$ cat config.mk
export PLATFORM = sky130hd
export DESIGN_NAME = decoder3to8
export DESIGN_NICKNAME = d
export VERILOG_FILES = /design/src/rtl/decoder3to8_pkg.sv /design/src/rtl/sat_counter.sv /design/src/rtl/decoder3to8.sv
export SDC_FILE = /design/constraint.sdc
export NUM_CORES = 1
export LEC_CHECK = 0
export CAP_MARGIN = 20
export CORE_MARGIN = 4
export CORE_UTILIZATION = 40
export DETAILED_ROUTE_END_ITERATION = 8
export GPL_TIMING_DRIVEN = 0
export PLACE_DENSITY = 0.64
export SKIP_LAST_GASP = 1
export SLEW_MARGIN = 20
export SYNTH_ARGS = -nofsm -noshare
export SYNTH_HDL_FRONTEND = slang
export SYNTH_SLANG_ARGS = --single-unit
$ cat constraint.sdc
create_clock -name clk -period 3.55 [get_ports clk]
set_input_delay 0.71 -clock clk [delete_from_list [all_inputs] [get_ports clk]]
set_output_delay 0.71 -clock clk [all_outputs]
set_load 0.01 [all_outputs]
$ cat src/rtl/decoder3to8_pkg.sv
// Shared widths and the one-hot helper for the 3-to-8 decoder slice.
package decoder3to8_pkg;

   localparam int SEL_W     = 3;
   localparam int OUT_W     = 8;
   localparam int CNT_W_DEF = 16;

   function automatic logic [OUT_W-1:0] onehot(input logic [SEL_W-1:0] s);
      return OUT_W'(1) << s;
   endfunction

endpackage

$ cat src/rtl/sat_counter.sv
// Saturating up-counter with synchronous reset and clear; clear beats increment.
module sat_counter #(
   parameter int W = 16
) (
   input  logic         clk,
   input  logic         rst,
   input  logic         clr,
   input  logic         inc,
   output logic [W-1:0] q
);

   always_ff @(posedge clk) begin
      if (rst) begin
         q <= '0;
      end else if (clr) begin
         q <= '0;
      end else if (inc && (q != '1)) begin
         q <= q + W'(1);
      end
   end

endmodule

$ cat src/rtl/decoder3to8.sv
// 3-to-8 one-hot decoder with a registered enable-gated copy, a select-change
// pulse and a bank of per-line saturating hit counters.
module decoder3to8
   import decoder3to8_pkg::*;
#(
   parameter int CNT_W = CNT_W_DEF
) (
   input  logic             clk,
   input  logic             rst,
   input  logic [SEL_W-1:0] sel,
   output logic [OUT_W-1:0] y,
   input  logic             en,
   input  logic             clr,
   output logic [OUT_W-1:0] y_q,
   output logic             valid_q,
   output logic             change_q,
   input  logic [SEL_W-1:0] cnt_sel,
   output logic [CNT_W-1:0] cnt_out
);

   logic [SEL_W-1:0] last_sel;
   logic             last_empty;
   logic [CNT_W-1:0] cnt [OUT_W];

   assign y = onehot(sel);

   // The first qualified sel after reset only fills last_sel; it never pulses.
   always_ff @(posedge clk) begin
      if (rst) begin
         y_q        <= '0;
         valid_q    <= 1'b0;
         change_q   <= 1'b0;
         last_sel   <= '0;
         last_empty <= 1'b1;
      end else begin
         valid_q  <= en;
         y_q      <= en ? onehot(sel) : '0;
         change_q <= en && !last_empty && (sel != last_sel);
         if (en) begin
            last_sel   <= sel;
            last_empty <= 1'b0;
         end
      end
   end

   for (genvar i = 0; i < OUT_W; i++) begin : g_cnt
      sat_counter #(
         .W (CNT_W)
      ) u_cnt (
         .clk (clk),
         .rst (rst),
         .clr (clr),
         .inc (en && (sel == SEL_W'(i))),
         .q   (cnt[i])
      );
   end

   assign cnt_out = cnt[cnt_sel];

endmodule

# After elaboration in Yosys (flattened, before gate mapping)
# Index checks and enable logic that the tools add are counted.
# word_totals
reg_bits	142
output_inout_bits	34
elab_cells	66
# classes
n_addsub	8
n_lt_le_gt_ge	1
n_eq_ne	16
shifts	1
n_mux	3
bitwise_logic	2
reduce_logical	22
# op_table
op	n
adder 16 x 1 -> 16 bit (second input constant)	8
inequality test 16 bit (second input constant)	8
binary-select mux 16 bit (select 3 bit)	1
two-way mux 16 bit	2
logical AND 1 bit	18
== test 3 bit (second input constant)	4
left shift 1 x 3 -> 8 bit (first input constant)	1
== test 3 x 2 -> 1 bit (second input constant)	2
>= comparator 4 bit (second input constant)	1
NOT 3 -> 4 bit	1
OR reduction 2 bit	2
== test 3 x 1 -> 1 bit (second input constant)	1
logical NOT 3 bit	1
inequality test 3 bit	1
logical NOT 1 bit	1
NOT 1 bit	1

# Depth between registers and ports, before layout
# logic_depth
depth_word	4
mapped_depth	6
mapped_depth_nobuf	5

# Modules after synthesis
# Synthesis repeated with hierarchy kept, for this count alone.
# hier_totals
hier_cells	936
area_unflattened_um2	8936.1
# modules_own_cells
module	instances	cells_per_inst	area_each_um2	seq_area_each_um2
sat_counter	8	102	917.1	320.3
decoder3to8	1	120	1599.0	280.3

# Worst setup path before layout
# Ideal clock, no wire load.
# synth_timing
path_type	input -> output
startpoint	input cnt_sel[0]
endpoint	output cnt_out[2]
arrival_ns	2.040
slack_ns	0.800
stages	4
n_path_buf	2
cell_sequence	clkbuf_1 buf_2 mux4_2 mux2_2
# synth_between
elab_chain_cells	4
# synth_lines
item	line	rtl
start: declaration	decoder3to8.sv:17	input logic [SEL_W-1:0] cnt_sel,
NOT 3 -> 4 bit (implied by the code)	decoder3to8.sv:58	assign cnt_out = cnt[cnt_sel];
binary-select mux 16 bit (select 3 bit)	decoder3to8.sv:58	
two-way mux 16 bit (implied by the code) (2 in series)	decoder3to8.sv:58	
end: declaration	decoder3to8.sv:18	output logic [CNT_W-1:0] cnt_out
# No other way between the ends. The select of a mux whose other input is x is not followed.

# Worst setup path after layout
# layout_timing
startpoint	input cnt_sel[1]
endpoint	output cnt_out[5]
# The elaborated chain is that of the path after synthesis.

==> qor.csv <==
metric,value,unit
r2r_start,g_cnt[6].u_cnt.q[5]$_SDFFE_PP0P_,
hold_buffers,0,
max-vdd-ir-drop,0.345,mV
drv_cap,0,
port_buffers,40,
async_flop_share,0,%
ant_nets,0,
die_area,22500,um2
hold_end,change_q$_SDFF_PP0_,
antenna_found_initial,1,
final-max-slew-violation-count,0,
power_density,395,nW/um2
cts.path.max_buffers,2,
core,19700,um2
setup_viol,0,
fmax,289,MHz
rrSetupSlack,1310,ps
grt_pass1_vias,6965,
hold_depth,1,
cts_buffers,17,
critPathCaptureType,primary output,
gp_congestion,0.890,
wl_per_cell,20.4,um
hp-start,last_empty$_SDFFE_PP1P_,
row_count,51,
slew_headroom,31.3,%
synth_edf_count,0,
status,finished clean,
rr_worst_depth,5,
drc_errors,0,
finalSetupTns,0,ps
track_usage,22.6,%
ys_types,61,
path_max_fanout,10,
yosysWarnings,0,
worst_r2r_endpoint,g_cnt[6].u_cnt.q[1]$_SDFFE_PP0P_,
synth.top_cell.area_share,35.2,%
grt_overflow,0,
num_vias,7862,
io_pins,44,
rsz0062_at_grt,no,
worstPathCellList,"clkbuf_1, buf_1, mux4_2, mux2_2, clkdlybuf4s50_1",
hold_viol,0,
syn-cell-area,8080,um2
wirelength,25100,um
cp_slowest_cell,clkdlybuf4s50_1,
utilization,48.1,%
grt_max_degree,17,
hold_slack,430,ps
syn-instance-count,896,
die_h,150,um
syn_nets,914,
die_width,150,um
crit_arrival,2750,ps
seq_area_frac_synth,35.2,%
synth_area_per_cell,9.01,um2
area_growth,17.0,%
pre_cts_slack,-97.2,ps
drt_iter0_drc,779,
cts.root.buffer_cell,clkbuf_16,
start_util,41.1,%
clkSlewWorstSetupHoldPaths,60,ps
ys_dominant_reg_cell,dfxtp_1,
crit_path_start_kind,input port,
fin_crit,3460,ps
p_leak,0.00272,uW
slowest_delay,490,ps
hp-class,reg2reg,
grt_first_pass_wirelength,39300,um
finClkSkew,10.4,ps
period_share,97.5,%
cts_tree,yes,
max_slew.worst_pin.slew,1020,ps
required,2840,ps
layout-drive-gt1-share,10.3,%
cp_num_buf_inv,3,
nets,972,
clock-sinks,142,
crit_family,buffers and inverters,
synthTopCellsByArea,"dfxtp_1, mux4_2, a21oi_1",
synth_seq_cells,142,
cts_max_level,4,
via_per_inst,6.38,
firstDrtPassIters,7,
mostFrequentLayoutCells,"dfxtp_1, a21oi_1, nand2_1",
final_common_cell,dfxtp_1,
yosys.area.top_type,dfxtp_1,
hpwl,18500,um
setup_slack,90.5,ps
clk_latency,430,ps
worstSetupPathType,in2out,
==> state kept, by name, indices dropped and copies added (netlist names) <==
register	flops
last_empty	1
y_q	8
valid_q	1
last_sel	3
change_q	1
g_cnt.u_cnt.q	128
==> report_power, final <==
part	internal, uW	leakage [uW]	total (uW)	switching [uW]
Combinational	63.2	0.00127	179	116
Clock	1240	0.000305	1950	703
Sequential	1600	0.00114	1600	4.73
Total	2910	0.00272	3730	824
==> metal layers <==
layer / vias up / GRT usage [%] / share of wire (%)
met5: - / 0 / 0
met4: 0 / 8.92 / 2.9
met3: 53 / 4.49 / 8.7
met2: 314 / 32.6 / 42
met1: 3781 / 33.1 / 46
li1: 3714 / - / -
==> final cells by class <==
cell class	instances	area, um2
clock buffers	21	440
repair buffers	40	400
well taps	265	332
clock inverters	11	190
fillers	1899	10200
inverters	19	71.3
flip-flops and latches	142	2840
multi-input cells	673	4920
plain buffers	61	254
diodes	1	2.50
==> what timing repair did <==
action,4_1_cts,5_1_grt
buffers inserted,0,0
setup endpoints to repair,15,7
resized for setup,4,3
==> worst max-delay path by stage <==
stage	from	to	cells past startpoint
finish	cnt_sel[1]	cnt_out[5]	5
global route	cnt_sel[1]	cnt_out[5]	5
CTS	cnt_sel[0]	cnt_out[0]	5
detailed placement	cnt_sel[0]	cnt_out[0]	5
global placement	cnt_sel[0]	cnt_out[0]	5
floorplan	cnt_sel[0]	cnt_out[2]	4
==> per-stage QoR <==
stage	area (um2)	power [uW]	instances
2_1_floorplan	8080	1750	896
5_1_grt	9450	3830	1232
3_5_place_dp	8810	1820	1201
3_3_place_gp	8810	1810	1201
6_report	9450	3730	1233
4_1_cts	9450	3760	1233
==> cell usage after synthesis (2+ instances only) <==
master     number
mux2i_1        15
o21a_1          4
or2_1           3
and4_1         21
o41ai_1        11
ha_1            8
nor3b_1         5
mux2_2         16
and3_1          8
buf_1           4
nand4_1        36
and2_1          3
a311oi_1        2
o311ai_0        7
clkbuf_1       49
o2111ai_1       2
xor2_1          5
nand2_1        60
o21bai_1        2
or4b_1          3
and3b_1         2
nand4_2         2
buf_2           8
nand3_1        43
inv_1          19
or3_1          42
a31oi_1         3
nor2_1         24
o211ai_1        4
o311a_1         3
nor4_1         18
o311ai_1        4
nand4b_1        3
dfxtp_1       142
a21oi_1        89
nand3b_1        4
mux4_2         32
nor4_2          3
o21ai_0        33
and4b_1         2
nor3_1         19
o31ai_1        58
o31a_1          2
or4_1          56
==> logic make-up after synthesis <==
family / count (synthesis) / synth area share (%)
compound gates: 228 / 18.0
xor+xnor: 5 / 0.542
fa+ha+maj: 8 / 1.24
buf+inv: 81 / 3.93
flops: 142 / 35.2
mux: 63 / 13.0
simple gates: 369 / 28.1
Note: power is estimated with default switching activity, not from simulation.
